<file path="src/rtl/bru_pkg.sv">
// bru_pkg: shared types, opcodes and gshare indexing for the branch-prediction loop
package bru_pkg;

    localparam logic [6:0] OPC_BRANCH = 7'b1100011;
    localparam logic [6:0] OPC_JAL    = 7'b1101111;
    localparam logic [6:0] OPC_JALR   = 7'b1100111;

    localparam int BRU_PC_W  = 32;
    localparam int BRU_GHR_W = 8;

    typedef struct packed {
        logic [BRU_PC_W-1:0]  pc;
        logic                 taken;
        logic [BRU_PC_W-1:0]  target;
        logic [BRU_GHR_W-1:0] ghr_snap;
    } bru_entry_t;

    // Word-aligned PC bits folded with global history; fetch and resolve must agree.
    function automatic logic [BRU_GHR_W-1:0] gshare_index(
        input logic [BRU_PC_W-1:0]  pc,
        input logic [BRU_GHR_W-1:0] ghr
    );
        return pc[BRU_GHR_W+1:2] ^ ghr;
    endfunction

endpackage

</file>
<file path="src/rtl/bru_queue.sv">
// bru_queue: circular FIFO of in-flight predictions with whole-queue clear
module bru_queue
    import bru_pkg::*;
#(
    parameter int DEPTH = 4,
    parameter int W     = 8,
    localparam int AW   = $clog2(DEPTH),
    localparam int CW   = $clog2(DEPTH + 1)
) (
    input  logic          clk,
    input  logic          rst_n,
    input  logic          push,
    input  logic          pop,
    input  logic          clear,
    input  logic [W-1:0]  wdata,
    output logic [W-1:0]  rdata,
    output logic [CW-1:0] count,
    output logic          full
);

    logic [W-1:0]  mem [DEPTH];
    logic [AW-1:0] wptr, rptr;
    logic          do_push, do_pop;

    assign full    = count == CW'(DEPTH);
    assign do_push = push && !full;
    assign do_pop  = pop && count != '0;
    assign rdata   = mem[rptr];

    // Entry storage needs no reset; count alone decides what is valid.
    always_ff @(posedge clk) begin
        if (do_push) mem[wptr] <= wdata;
    end

    // Pointers wrap naturally at the power-of-two depth; clear drops everything.
    always_ff @(posedge clk or negedge rst_n) begin
        if (!rst_n) begin
            wptr  <= '0;
            rptr  <= '0;
            count <= '0;
        end else if (clear) begin
            wptr  <= '0;
            rptr  <= '0;
            count <= '0;
        end else begin
            wptr  <= wptr + AW'(do_push);
            rptr  <= rptr + AW'(do_pop);
            count <= count + CW'(do_push) - CW'(do_pop);
        end
    end

endmodule

</file>
<file path="src/rtl/branch_resolve_unit.sv">
// branch_resolve_unit: checks resolved control flow against recorded predictions, flushes and trains
module branch_resolve_unit
    import bru_pkg::*;
#(
    parameter int DEPTH = 4,
    parameter int GHR_W = BRU_GHR_W,
    parameter int PC_W  = BRU_PC_W
) (
    input  logic             clk,
    input  logic             rst_n,
    input  logic             pred_valid,
    input  logic [PC_W-1:0]  pred_pc,
    input  logic             pred_taken,
    input  logic [PC_W-1:0]  pred_target,
    output logic             pred_ready,
    input  logic             res_valid,
    input  logic             res_taken,
    input  logic [PC_W-1:0]  res_target,
    output logic             flush,
    output logic [PC_W-1:0]  redirect_pc,
    output logic             upd_valid,
    output logic [GHR_W-1:0] upd_index,
    output logic             upd_taken,
    output logic [GHR_W-1:0] spec_ghr,
    output logic [15:0]      mispred_cnt,
    output logic             err_underflow
);

    localparam int EW = 2 * PC_W + 1 + GHR_W;
    localparam int CW = $clog2(DEPTH + 1);

    logic [EW-1:0]    head;
    logic [PC_W-1:0]  head_pc, head_target;
    logic             head_taken;
    logic [GHR_W-1:0] head_snap, ghr_next;
    logic [CW-1:0]    count;
    logic             full, resolve, mis, push;

    assign {head_pc, head_taken, head_target, head_snap} = head;
    assign pred_ready = !full;
    assign resolve    = res_valid && count != '0;
    assign mis        = resolve && (res_taken != head_taken || (res_taken && res_target != head_target));
    assign push       = pred_valid && pred_ready && !mis;

    bru_queue #(.DEPTH(DEPTH), .W(EW)) u_queue (
        .clk   (clk),
        .rst_n (rst_n),
        .push  (push),
        .pop   (resolve && !mis),
        .clear (mis),
        .wdata ({pred_pc, pred_taken, pred_target, spec_ghr}),
        .rdata (head),
        .count (count),
        .full  (full)
    );

    // Repair from the mispredicted entry's snapshot beats any same-cycle push.
    always_comb begin
        ghr_next = mis  ? {head_snap[GHR_W-2:0], res_taken}
                 : push ? {spec_ghr[GHR_W-2:0], pred_taken}
                 : spec_ghr;
    end

    // Registered resolve results: one-cycle pulses, payloads hold between resolves.
    always_ff @(posedge clk or negedge rst_n) begin
        if (!rst_n) begin
            spec_ghr      <= '0;
            flush         <= 1'b0;
            redirect_pc   <= '0;
            upd_valid     <= 1'b0;
            upd_index     <= '0;
            upd_taken     <= 1'b0;
            mispred_cnt   <= '0;
            err_underflow <= 1'b0;
        end else begin
            spec_ghr  <= ghr_next;
            flush     <= mis;
            upd_valid <= resolve;
            if (resolve) begin
                upd_index <= head_pc[GHR_W+1:2] ^ head_snap;
                upd_taken <= res_taken;
            end
            if (mis) begin
                redirect_pc <= res_taken ? res_target : head_pc + PC_W'(4);
                mispred_cnt <= mispred_cnt + 16'd1;
            end
            if (res_valid && count == '0) err_underflow <= 1'b1;
        end
    end

endmodule

</file>
<file path="config.mk">
export PLATFORM = sky130hd
export DESIGN_NAME = branch_resolve_unit
export DESIGN_NICKNAME = d
export VERILOG_FILES = /design/src/rtl/bru_pkg.sv /design/src/rtl/bru_queue.sv /design/src/rtl/branch_resolve_unit.sv
export SDC_FILE = /design/constraint.sdc
export NUM_CORES = 1
export LEC_CHECK = 0
export CAP_MARGIN = 40
export CORE_MARGIN = 4
export CORE_UTILIZATION = 50
export CTS_CLUSTER_DIAMETER = 40
export CTS_CLUSTER_SIZE = 10
export DETAILED_ROUTE_END_ITERATION = 8
export DONT_BUFFER_PORTS = 1
export PLACE_DENSITY = 0.68
export SYNTH_ARGS = -nofsm -noshare
export SYNTH_HDL_FRONTEND = slang
export SYNTH_HIERARCHICAL = 1
export SYNTH_SLANG_ARGS = --single-unit
</file>
<file path="constraint.sdc">
create_clock -name clk -period 12.3 [get_ports clk]
set_clock_uncertainty 0.05 [all_clocks]
set_input_delay 1.845 -clock clk [delete_from_list [all_inputs] [get_ports clk]]
set_output_delay 1.845 -clock clk [all_outputs]
set_load 0.1 [all_outputs]
</file>
# Yosys cells after proc, flatten, opt, wreduce, memory -nomap -nowiden

Memory sizes are Yosys's and may differ from the RTL's.
Index checks and enable logic that the tools add are counted.

Multiplexer cells: 8
Equality and inequality tests: 3
Add/subtract/negate cells: 6
Reduce and logical (&&, ||, !) cells: 15
Bitwise operators: 1

Operators by type and width:

| operator                                       | count |
|---|---|
| adder 32 x 3 -> 32 bit (second input constant) | 1 |
| two-way mux 32 bit                             | 1 |
| != test 32 bit                                 | 1 |
| adder 16 x 1 -> 16 bit (second input constant) | 1 |
| two-way mux 8 bit                              | 2 |
| logical AND 1 bit                              | 9 |
| bitwise XOR 8 bit                              | 1 |
| adder 2 x 1 -> 2 bit                           | 2 |
| two-way mux 2 bit                              | 2 |
| adder 3 x 1 -> 3 bit                           | 1 |
| == test 3 bit (second input constant)          | 1 |
| logical NOT 3 bit                              | 1 |
| two-way mux 3 bit                              | 1 |
| nonzero test 3 bit                             | 1 |
| subtractor 3 x 1 -> 3 bit                      | 1 |
| logical NOT 1 bit                              | 2 |
| two-way mux 1 bit                              | 2 |
| nonzero test 2 bit                             | 1 |
| logical OR 1 bit                               | 1 |
| != test 1 bit                                  | 1 |

Output and inout bits: 69
RAM bits: 292
Logic and storage cells: 45
Input bits: 102
Memories kept: 1
Flip-flop bits (word level): 75

Memories:

| name        | depth | bits a word | read ports | clocked after memory_dff | wr ports | RTL line        | RTL |
|---|---|---|---|---|---|---|---|
| u_queue.mem | 4     | 73          | 1          | 0                        | 1        | bru_queue.sv:21 | `logic [W-1:0] mem [DEPTH];` |

# Longest topological paths before layout

Gate-level depths: netlist (run 1).
An unclocked memory read counts as a cell.

Depth in word-level cells: 11
Mapped depth: 20
Mapped depth without buffers: 15

# Cells and area by module

Netlist (run 1), hierarchy kept.

Modules (own cells, without submodules):

| module              | area an instance (um^2) | sequential area each (um^2) | cells each | times used |
|---|---|---|---|---|
| bru_queue           | 11006.8                 | 8943.6                      | 413        | 1 |
| branch_resolve_unit | 4145.2                  | 1701.6                      | 440        | 1 |

# Worst setup path after synthesis (run 1)

No wires, ideal clock.

Kind: input-to-reg
From: input port res_target[13]
To: memory u_queue/mem[0][0] (netlist bit), enable pin
Path slack: 0.272 ns
Stages: 10
Data required time: 11.540 ns
Data arrival time: 11.268 ns
Library setup time: 0.710 ns
Path buffers: 3
Path through: xor2_1 -> nor4_2 -> nand4_1 -> or4_1 -> buf_2 -> and2_1 -> buf_6 -> buf_6 -> nor2b_1 -> nor4b_1

Word-level cells in the longest chain between the ends: 9

RTL lines:

| element                                 | RTL line                  | RTL |
|---|---|---|
| from (decl)                             | branch_resolve_unit.sv:18 | `input logic [PC_W-1:0] res_target,` |
| != test 32 bit                          | branch_resolve_unit.sv:42 | `assign mis = resolve && (res_taken != head_taken \|\| (res_taken && res_target != head_target));` |
| logical AND 1 bit                       | branch_resolve_unit.sv:42 |  |
| logical OR 1 bit                        | branch_resolve_unit.sv:42 |  |
| logical AND 1 bit                       | branch_resolve_unit.sv:42 |  |
| logical NOT 1 bit                       | branch_resolve_unit.sv:43 | `assign push = pred_valid && pred_ready && !mis;` |
| logical AND 1 bit                       | branch_resolve_unit.sv:43 |  |
| named net push                          | branch_resolve_unit.sv:37 | `logic full, resolve, mis, push;` |
| logical AND 1 bit                       | bru_queue.sv:26           | `assign do_push = push && !full;` |
| two-way mux 1 bit                       | bru_queue.sv:32           | `if (do_push) mem[wptr] <= wdata;` |
| two-way mux 1 bit (not written as such) | bru_queue.sv:32           |  |
| to (decl)                               | bru_queue.sv:21           |  |

The timed path passes the listed nets, and every way through them passes these cells.

# Worst setup path in the final report (run 1)

From: register u_queue.rptr[0]
To: memory u_queue/mem[2][17] (netlist bit), enable pin

Word-level cells in the longest chain between the ends: 10
Elaborated cells between the ends (all ways): 11
Classes of those cells: 2 x eq/ne; 2 x mux; 6 x reduce/logical; 1 x memory

RTL lines:

| element                                 | RTL line                  | RTL |
|---|---|---|
| from (decl)                             | bru_queue.sv:22           | `logic [AW-1:0] wptr, rptr;` |
| from (signal assigned)                  | bru_queue.sv:47           | `rptr <= rptr + AW'(do_pop);` |
| memory read (4 x 73 bit)                | -                         |  |
| named net head[33]                      | branch_resolve_unit.sv:32 | `logic [EW-1:0] head;` |
| != test 32 bit                          | branch_resolve_unit.sv:42 |  |
| logical AND 1 bit                       | branch_resolve_unit.sv:42 |  |
| logical OR 1 bit                        | branch_resolve_unit.sv:42 |  |
| logical AND 1 bit                       | branch_resolve_unit.sv:42 |  |
| logical NOT 1 bit                       | branch_resolve_unit.sv:43 |  |
| logical AND 1 bit                       | branch_resolve_unit.sv:43 |  |
| named net push                          | branch_resolve_unit.sv:37 |  |
| logical AND 1 bit                       | bru_queue.sv:26           |  |
| two-way mux 1 bit                       | bru_queue.sv:32           |  |
| two-way mux 1 bit (not written as such) | bru_queue.sv:32           |  |

The timed path passes the listed nets, and every way through them passes these cells.

==> metrics.txt, run 1 <==
status=finished clean; Sw Share=37.1%; row cnt=63; r2r startpoint=u_queue/rptr[0]; P_int=~0.0033 W; pin count of the biggest net entering global routing=76; CTS Buffer Depth=3; Clock power frac=26.3%; Lkg Pwr=6.60 nW; average wire per standard cell=25.9 µm; Yosys cell types=46; cts repair resizes=0; Final Hold Fails=0; postcts setup bufs=0; drt pass-1 iters=5; flop2flop setup slack=about 6 ns; WHS Path Cells=2; DRC=0; fillcell total=2013; Peak supply drop=between 0.1 and 0.15 mV; Syn Std Cell Area=15200 µm²; reg2reg end=u_queue/mem[2][17]; part of the Yosys area used for sequential elements=between 70% and 80%; die area=33200 µm²; final layout net count=~1100; hold worst-path end=upd_index[5]; layout cell share with drive strength beyond 1=25.1%; Startpoint Class=flop; vias in the first global route=8581; TNS Setup=0 ns; max_cap viols=0; Max Freq=155 MHz; critical path fanouts, max=33; floorplan core area=~30000 µm²; I/O pins=171; GRT Residual Overflow=0; Comb power frac=between 30% and 40%; Post-Syn Nets=962; Reg power frac=between 30% and 40%; die width=182 µm; Synthesis Warnings=6; Die Ht=182 µm; CP Capture Type=flop; post-route antenna net violation count=0; # hold bufs at CTS=0; worst slew pin tran=0.899 ns; hold_sp=upd_index[5]; Post-synth EDFFs=292; CTS tree=built; final setup vio count=0; WHS=0.527 ns; root buf cell=clkbuf_16; RSZ-0062 raised after global routing=false; Period Utilization, post-route=52.4%; #FFs+latches synth=367; Primary FF master, synth=edfxtp_1; Worst Reg-to-Reg Cells=14; Cell Count, Final, Fillers Out=about 1400; worst hold path class=flop to flop; synth top area cells=edfxtp_1 58%, dfrtp_1 12%, mux4_2 11%; RePlAce Congestion=0.844; area leader, netlist=edfxtp_1; Via density=5.86; DPL Wire Length=24.4 mm; Synth Area per Inst=17.8 µm²; clock sinks=367; number of I/O port buffers=0; Via Count=about 8100; initial antenna violation count=0; clk_lat worst skew=0.55 ns; Initial Utilization=approximately 50%; Crit Path Class=flop to flop; dpl cells=~1300; async set-reset flop share out of synthesis=20.4%; first-pass GRT wire length=54.1 mm; max-slew violations=0; CTS clk-pin slew, worst paths=0.05 ns; H-tree lvl count=2; # diodes=0; CP Data Arrival Time=approximately 6.6 ns; Slew Limit Headroom=around two fifths; TritonCTS Buffers=51; sw power=roughly 0.0020 W; Pwr Total=0.00526 W; gr usage total=21.6%; area grow syn2layout=25.5%; Synth Instances=853; first-iteration detailed-routing DRC count=686; Worst Path Required=12.47 ns; PwrDens=276 nW/µm²; final WL=36.0 mm; post-synth top area share=57.9%; Tmin final=6.45 ns
## power by group through the flow
stage	clock, W	sequential [W]	combinational [W]
after floorplan	0	0.00242	0.000696
after global placement	0	0.00245	0.000857
after detailed placement	0	0.00193	0.00194
after CTS	0.00141	0.00192	0.00195
after global routing	0.00147	0.00191	0.00208
final	0.00138	0.00189	0.00198
## flip-flops by register name, summed over array words and instances, names as in the netlist
name and flops:
spec_ghr 8, u_queue/mem 292, upd_index 8, flush 1, redirect_pc 32, u_queue/wptr 2
mispred_cnt 16, u_queue/rptr 2, upd_valid 1, err_underflow 1, u_queue/count 3, upd_taken 1
## worst max-delay path, cell delays in order (launching register included)
cell and delay (ns):
dfrtp_4 0.79, buf_4 0.55, buf_4 0.53, mux4_2 0.58, xor2_1 0.18, nor4_2 0.36
nand4_1 0.13, or4_1 0.56, and2_1 0.18, buf_4 0.27, nor2b_1 0.37, nor4bb_4 0.56
buf_6 0.23, buf_4 0.43, buf_12 0.28
## cells by family after synthesis
kind of cell    Yosys count  synth area share (%)
flops                   367                  70.3
fa+ha+maj                 7                 0.628
xor+xnor                 86                  5.06
compound gates           68                  2.66
buf+inv                  52                  2.27
simple gates            171                  6.28
mux                     102                  12.8
## worst max path at each step
stage,end,startpoint,slack (ns),depth (start not counted)
after floorplan,u_queue/mem[0][0],res_target[13],0.27,10
after global placement,u_queue/mem[2][14],u_queue/rptr[0],5.52,12
after detailed placement,u_queue/mem[2][14],u_queue/rptr[0],5.77,14
after CTS,u_queue/mem[2][27],u_queue/rptr[0],5.70,14
after global routing,u_queue/mem[2][27],u_queue/rptr[0],5.38,14
final,u_queue/mem[2][17],u_queue/rptr[0],5.85,14
## layer usage
layer | track usage [%] | up-vias | wire [µm]
li1 | - | 3563 | -
met1 | 27.5 | 4130 | 13700
met2 | 34.6 | 364 | 17300
met3 | 8.01 | 79 | 3610
met4 | 7.75 | 0 | 1400
met5 | 0 | - | 0
## cells in the final DEF (no fill, tap or decap), types with 3 or more instances in the layout
cell / synthesis / final
a211oi_1: 11 / 11
a21o_1: 3 / 3
a21oi_1: 26 / 26
and3_1: 10 / 10
buf_12: 7 / 3
buf_16: 0 / 62
buf_4: 0 / 16
buf_6: 3 / 6
bufinv_16: 0 / 3
clkbuf_1: 17 / 20
clkbuf_16: 0 / 53
clkinv_1: 1 / 3
clkinv_2: 0 / 7
clkinvlp_4: 0 / 3
dfrtp_1: 75 / 73
edfxtp_1: 292 / 292
ha_1: 6 / 6
inv_1: 13 / 13
inv_6: 0 / 4
mux2_1: 6 / 6
mux2i_1: 23 / 23
mux4_2: 72 / 72
nand2_1: 44 / 44
nand3_1: 25 / 25
nand4_1: 17 / 17
nor2_1: 19 / 18
nor2b_1: 6 / 6
nor3_1: 6 / 6
nor3b_1: 14 / 13
nor4_1: 8 / 8
nor4_2: 5 / 5
o21ai_0: 14 / 14
o21ai_1: 7 / 7
o22a_1: 3 / 3
or2_2: 3 / 3
xnor2_1: 36 / 36
xor2_1: 49 / 49
## synthesized netlist by cell type (5+ instances only)
cell      number
edfxtp_1     292
dfrtp_1       75
mux4_2        72
xor2_1        49
nand2_1       44
xnor2_1       36
a21oi_1       26
nand3_1       25
mux2i_1       23
nor2_1        19
clkbuf_1      17
nand4_1       17
nor3b_1       14
o21ai_0       14
inv_1         13
a211oi_1      11
and3_1        10
buf_2         10
nor4_1         8
buf_12         7
o21ai_1        7
ha_1           6
mux2_1         6
nor2b_1        6
nor3_1         6
nor4_2         5
## final cells by class
class,instances,area (µm²),area share [%]
clock inverters,21,215,1.13
well taps,390,488,2.57
multi-input cells,434,4210,22.1
inverters,14,52.6,0.276
repair buffers,88,1970,10.4
flip-flops and latches,367,10700,56.0
clock buffers,75,1430,7.51
## stage by stage
step	util, %	cell area [µm²]	worst slack, ns
3_5_place_dp	58.0	17300	5.77
2_1_floorplan	-	15200	0.272
4_1_cts	63.5	18900	5.70
6_report	63.8	19000	5.85
5_1_grt	63.8	19000	5.38
3_3_place_gp	52.1	15500	5.52
Note: power is estimated with default switching activity, not from simulation.
==> inputs of run 2 (changes only) <==
--- a/config.mk
+++ b/config.mk
@@ -12,7 +12,6 @@
 export CTS_CLUSTER_SIZE = 10
 export DETAILED_ROUTE_END_ITERATION = 8
 export DONT_BUFFER_PORTS = 1
-export PLACE_DENSITY = 0.68
 export SYNTH_ARGS = -nofsm -noshare
 export SYNTH_HDL_FRONTEND = slang
 export SYNTH_HIERARCHICAL = 1
==> constraint.sdc (replaced) <==
create_clock -name clk -period 6.17 [get_ports clk]
set_clock_uncertainty 0.05 [all_clocks]
set_input_delay 0.9255 -clock clk [delete_from_list [all_inputs] [get_ports clk]]
set_output_delay 0.9255 -clock clk [all_outputs]
set_load 0.1 [all_outputs]
==> metrics.txt, run 2 (synthesis gave the netlist of run 1 again) <==
CP Data Arrival Time=5.01 ns (was 6.62 ns); Initial Utilization=50.9% (unchanged); number of I/O port buffers=0 (unchanged); floorplan core area=29800 µm² (unchanged); Max Freq=206 MHz (was 155 MHz); max-slew violations=0 (unchanged); sw power=0.00392 W (was 0.00195 W); Worst Path Required=6.32 ns (was 12.47 ns); gr usage total=22.3% (was 21.6%); Tmin final=4.85 ns (was 6.45 ns); RePlAce Congestion=0.801 (was 0.844); Slew Limit Headroom=37.3% (was 40.1%); Clock power frac=27.3% (was 26.3%); pre-CTS WS=1.25 ns (was 5.77 ns); Slowest-stage cell, CP=dfrtp_4 (unchanged); vias in the first global route=8693 (was 8581); most flop-heavy register=u_queue/mem (unchanged); critical path fanouts, max=49 (was 33); slowest stage delay, CP=0.93 ns (was 0.79 ns); Final Hold Fails=0 (unchanged); Period Utilization, post-route=78.7% (was 52.4%); reg2reg end=u_queue/mem[3][27] (was u_queue/mem[2][17]); Cell Chain, Critical Path=mux4_2, xor2_1, nor4_2, nand4_1, or4_1, and2_1, nor2b_1, and4b_4, buf_12 (was buf_4, buf_4, mux4_2, xor2_1, nor4_2, nand4_1, or4_1, and2_1, buf_4, nor2b_1, nor4bb_4, buf_6, buf_4, buf_12); Sw Share=36.5% (was 37.1%); leading cell types in the layout, fill and taps excluded=292 x edfxtp_1, 73 x dfrtp_1, 72 x mux4_2 (unchanged); P_int=0.00682 W (was 0.00331 W); TritonCTS Buffers=52 (was 51); initial antenna violation count=0 (unchanged); GR Util met2=37.0% (was 34.6%); Final Util=64.4% (was 63.8%); TNS Setup=0 ns (unchanged); status=finished clean (unchanged); r2r startpoint=u_queue/rptr[0] (unchanged); clock sinks=367 (unchanged); clk_lat worst skew=0.56 ns (was 0.55 ns); area grow syn2layout=26.6% (was 25.5%); max_cap viols=0 (unchanged); CP Capture Type=flop (unchanged); die width=182 µm (unchanged); flop2flop setup slack=1.32 ns (was 5.85 ns); # hold bufs at CTS=0 (unchanged); Top Registers=u_queue/mem x292, redirect_pc x32, mispred_cnt x16 (unchanged); postcts setup bufs=0 (unchanged); Crit path max-delay family=simple AND/OR/NAND/NOR gates (was buffers and inverters); max reg flops=292 (unchanged); first-iteration detailed-routing DRC count=695 (was 686); RSZ-0062 raised after global routing=false (unchanged); CTS clk-pin slew, worst paths=0.05 ns (about the same); GRT Max-Usage Layer=met2 (unchanged); Via density=5.83 (was 5.86); leading cell type in the layout, fill and taps excluded=edfxtp_1 (unchanged); Via Count=8090 (was 8136); grt met3 use=7.97% (was 8.01%); M1 GR Usage=28.4% (was 27.5%); final WL=36.6 mm (was 36.0 mm); Peak supply drop=0.315 mV (was 0.143 mV); layout cell share with drive strength beyond 1=25.4% (was 25.1%); post-route antenna net violation count=0 (unchanged); Worst Reg-to-Reg Cells=9 (was 14); H-tree lvl count=2 (unchanged); fillcell total=1996 (was 2013); worst slew pin tran=0.941 ns (was 0.899 ns); Crit Path Class=flop to flop (unchanged); root buf cell=clkbuf_16 (unchanged); average wire per standard cell=26.4 µm (was 25.9 µm); GRT Residual Overflow=0 (unchanged); setup ws final=1.32 ns (was 5.85 ns); Startpoint Class=flop (unchanged); PwrDens=560 nW/µm² (was 276 nW/µm²); CTS tree=built (unchanged); Reg power frac=34.6% (was 35.9%); WHS=0.0240 ns (was 0.527 ns); DRC=0 (unchanged); first-pass GRT wire length=55.5 mm (was 54.1 mm); die area=33200 µm² (unchanged); Lkg Pwr=6.68 nW (was 6.60 nW); drt pass-1 iters=5 (unchanged); # diodes=0 (unchanged); Die Ht=182 µm (unchanged); I/O pins=171 (unchanged); DPL Wire Length=24.9 mm (was 24.4 mm); worst hold path class=primary input to asynchronous set/reset pin (was flop to flop); row cnt=63 (unchanged); CP bufs+invs=1 (was 6); final layout net count=1069 (was 1065); CTS Buffer Depth=3 (unchanged); Comb power frac=38.1% (was 37.7%); pin count of the biggest net entering global routing=76 (unchanged); final setup vio count=0 (unchanged); cts repair resizes=0 (unchanged)
==> run 2: changes by cell type in the layout (fill, tap and decap cells not counted), moves of 2 or more <==
| cell | before | now |
|---|---|---|
| bufinv_16 | 3 | 7 |
| clkinv_2 | 7 | 2 |
| buf_16 | 62 | 66 |
| buf_4 | 16 | 18 |
| inv_6 | 4 | 1 |
| buf_6 | 6 | 4 |
| buf_12 | 3 | 1 |
| clkbuf_1 | 20 | 10 |
| clkinv_1 | 3 | 8 |
| clkinvlp_4 | 3 | 5 |
==> run 2: worst max path at each step <==
stage                          to  slack (ns)       startpoint  cells after the start
2_1_floorplan   u_queue/mem[0][0]       -1.55  u_queue/rptr[0]                     13
3_3_place_gp   u_queue/mem[3][29]        1.33  u_queue/rptr[0]                      9
3_5_place_dp   u_queue/mem[3][54]        1.25  u_queue/rptr[0]                      9
6_report       u_queue/mem[3][27]        1.32  u_queue/rptr[0]                      9
4_1_cts        u_queue/mem[3][26]        1.21  u_queue/rptr[0]                      9
5_1_grt          u_queue/count[2]        0.90  u_queue/rptr[0]                     15
==> run 2: stage by stage <==
| stage | cells | area [µm²] | total power [W] |
|---|---|---|---|
| final | 1387 | 19200 | 0.0107 |
| after global routing | 1387 | 19200 | 0.0112 |
| after CTS | 1384 | 19100 | 0.0108 |
| after detailed placement | 1293 | 17400 | 0.00783 |
| after global placement | 1223 | 15600 | 0.00663 |
| after floorplan | 853 | 15200 | 0.00619 |
==> run 2: cell type report <==
type,count,area [µm²],area share (%)
well taps,390,488,2.54
inverters,14,52.6,0.274
repair buffers,91,2030,10.6
clock inverters,25,327,1.70
clock buffers,66,1420,7.38
multi-input cells,434,4220,22.0
flip-flops and latches,367,10700,55.5
==> run 2: power by group through the flow <==
stage | Sequential, W | Combinational [W] | Clock (W)
global placement | 0.00492 | 0.00171 | 0
floorplan | 0.00479 | 0.00140 | 0
detailed placement | 0.00381 | 0.00402 | 0
CTS | 0.00377 | 0.00403 | 0.00298
global route | 0.00378 | 0.00428 | 0.00310
finish | 0.00372 | 0.00409 | 0.00293
==> run 2: layer usage <==
metal	up-vias	wire, µm
li1	3563	-
met1	4171	14000
met2	304	18500
met3	52	3410
met4	0	772
met5	-	0
==> inputs of run 3 (changes only) <==
==> constraint.sdc (replaced) <==
create_clock -name clk -period 4.79 [get_ports clk]
set_clock_uncertainty 0.05 [all_clocks]
set_input_delay 0.7185 -clock clk [delete_from_list [all_inputs] [get_ports clk]]
set_output_delay 0.7185 -clock clk [all_outputs]
set_load 0.1 [all_outputs]
==> metrics.txt, run 3 (synthesis gave the netlist of run 1 again) <==
status=finished clean (unchanged); Cell Chain, Critical Path=buf_12, mux4_2, xor2_1, nor4_2, nand4_1, or4_1, and2_4, nor2b_4, nand2b_1, ha_1, inv_1, ha_1, inv_1, fa_1, xnor3_1, nor2_1 (was mux4_2, xor2_1, nor4_2, nand4_1, or4_1, and2_1, nor2b_1, and4b_4, buf_12); Via density=5.79 (was 5.83); Crit Path Class=flop to flop (unchanged); Worst Path Required=5.14 ns (was 6.32 ns); leading cell type in the layout, fill and taps excluded=edfxtp_1 (unchanged); root buf cell=clkbuf_16 (unchanged); most flop-heavy register=u_queue/mem (unchanged); die area=33200 µm² (unchanged); row cnt=63 (unchanged); Tmin final=4.42 ns (was 4.85 ns); pin count of the biggest net entering global routing=76 (unchanged); postcts setup bufs=0 (unchanged); drt pass-1 iters=4 (was 5); Period Utilization, post-route=92.2% (was 78.7%); die width=182 µm (unchanged); I/O pins=171 (unchanged); Die Ht=182 µm (unchanged); Final Hold Fails=0 (unchanged); initial antenna violation count=0 (unchanged); post-route antenna net violation count=0 (unchanged); RePlAce Congestion=0.834 (was 0.801); slowest stage delay, CP=0.63 ns (was 0.93 ns); pre-CTS WS=0.334 ns (was 1.25 ns); Final Util=64.1% (was 64.4%); max-slew violations=0 (unchanged); max reg flops=292 (unchanged); DPL Wire Length=24.9 mm (about the same); max_cap viols=0 (unchanged); final layout net count=1066 (was 1069); Peak supply drop=0.415 mV (was 0.315 mV); Slew Limit Headroom=40.5% (was 37.3%); Top Registers=u_queue/mem x292, redirect_pc x32, mispred_cnt x16 (unchanged); CP Capture Type=flop (unchanged); clock sinks=367 (unchanged); Via Count=8043 (was 8090); gr usage total=22.3% (about the same); Lkg Pwr=6.63 nW (was 6.68 nW); CTS tree=built (unchanged); CP Data Arrival Time=4.77 ns (was 5.01 ns); Slowest-stage cell, CP=dfrtp_4 (unchanged); final WL=36.7 mm (was 36.6 mm); GRT Residual Overflow=0 (unchanged); Critical Path Source=u_queue/rptr[0] (unchanged); setup ws final=0.374 ns (was 1.32 ns); CP bufs+invs=3 (was 1); vias in the first global route=8735 (was 8693); final setup vio count=0 (unchanged); Startpoint Class=flop (unchanged); DRC=0 (unchanged); cts repair resizes=0 (unchanged); # hold bufs at CTS=1 (was 0); first-pass GRT wire length=55.6 mm (was 55.5 mm); r2r startpoint=u_queue/rptr[0] (unchanged); first-iteration detailed-routing DRC count=549 (was 695); number of I/O port buffers=0 (unchanged); CTS Buffer Depth=3 (unchanged); clk_lat worst skew=0.54 ns (was 0.56 ns); PwrDens=709 nW/µm² (was 560 nW/µm²); Crit path max-delay family=simple AND/OR/NAND/NOR gates (unchanged); area grow syn2layout=26.0% (was 26.6%); floorplan core area=29800 µm² (unchanged); worst hold path class=primary input to asynchronous set/reset pin (unchanged); Initial Utilization=50.9% (unchanged); worst slew pin tran=0.892 ns (was 0.941 ns); CTS clk-pin slew, worst paths=0.05 ns (about the same); Max Freq=226 MHz (was 206 MHz); flop2flop setup slack=0.37 ns (was 1.32 ns); TritonCTS Buffers=51 (was 52); layout cell share with drive strength beyond 1=25.2% (was 25.4%); average wire per standard cell=26.4 µm (about the same); H-tree lvl count=2 (unchanged); RSZ-0062 raised after global routing=false (unchanged); leading cell types in the layout, fill and taps excluded=292 x edfxtp_1, 73 x dfrtp_1, 72 x mux4_2 (unchanged); # diodes=0 (unchanged); critical path fanouts, max=21 (was 49)
==> run 3: cell count changes in the layout (fill, tap and decap cells not counted), moves of 3 or more <==
cell / change
buf_12: +5
buf_16: -3
bufinv_16: -5
clkbuf_1: +13
clkinv_1: -7
clkinv_2: +4
==> run 3: per-stage QoR <==
| stage | hold WS [ns] | cells | TNS (ns) | power, W | instance area, µm² |
|---|---|---|---|---|---|
| 6_report | 0.0251 | 1389 | 0 | 0.0135 | 19100 |
| 5_1_grt | 0.0428 | 1389 | 0 | 0.0141 | 19100 |
| 4_1_cts | 0.0295 | 1389 | 0 | 0.0137 | 19100 |
| 3_5_place_dp | 0.375 | 1293 | 0 | 0.0101 | 17400 |
| 3_3_place_gp | 0.375 | 1227 | 0 | 0.00857 | 15700 |
| 2_1_floorplan | 0.373 | 853 | -222.31 | 0.00799 | 15200 |
==> run 3: path summary, 6_finish.rpt <==
kind,to,cells past startpoint
worst max-delay path,u_queue/count[2],16
worst min-delay path,upd_index[4],1
worst max register to register,u_queue/count[2],16
worst min register to register,mispred_cnt[15],1
max in group asynchronous,u_queue/rptr[0],1
min in group clk,u_queue/mem[3][33],0
==> run 3: area by class of cell <==
cell class | count | area, µm²
clock buffer | 80 | 1500
multi-input combinational | 434 | 4230
inverter | 14 | 52.6
tap | 390 | 488
sequential | 367 | 10700
clock inverter | 15 | 148
timing repair buffer | 89 | 2020
fill | 2008 | 10700
==> run 3: per-layer routing <==
layer	vias to the layer above	track usage (%)	part of all wire, %
met3	61	7.34	8.3
met1	4144	27.9	39
met4	0	5.94	2.4
met5	-	0	0
li1	3567	-	-
met2	271	37.8	51
==> run 3: where the power goes <==
part           leakage, nW  switching, W  total, W  internal (W)
Clock                0.794       0.00131   0.00357       0.00226
Combinational         2.28       0.00304   0.00516       0.00212
Sequential            3.56      0.000645   0.00481       0.00417
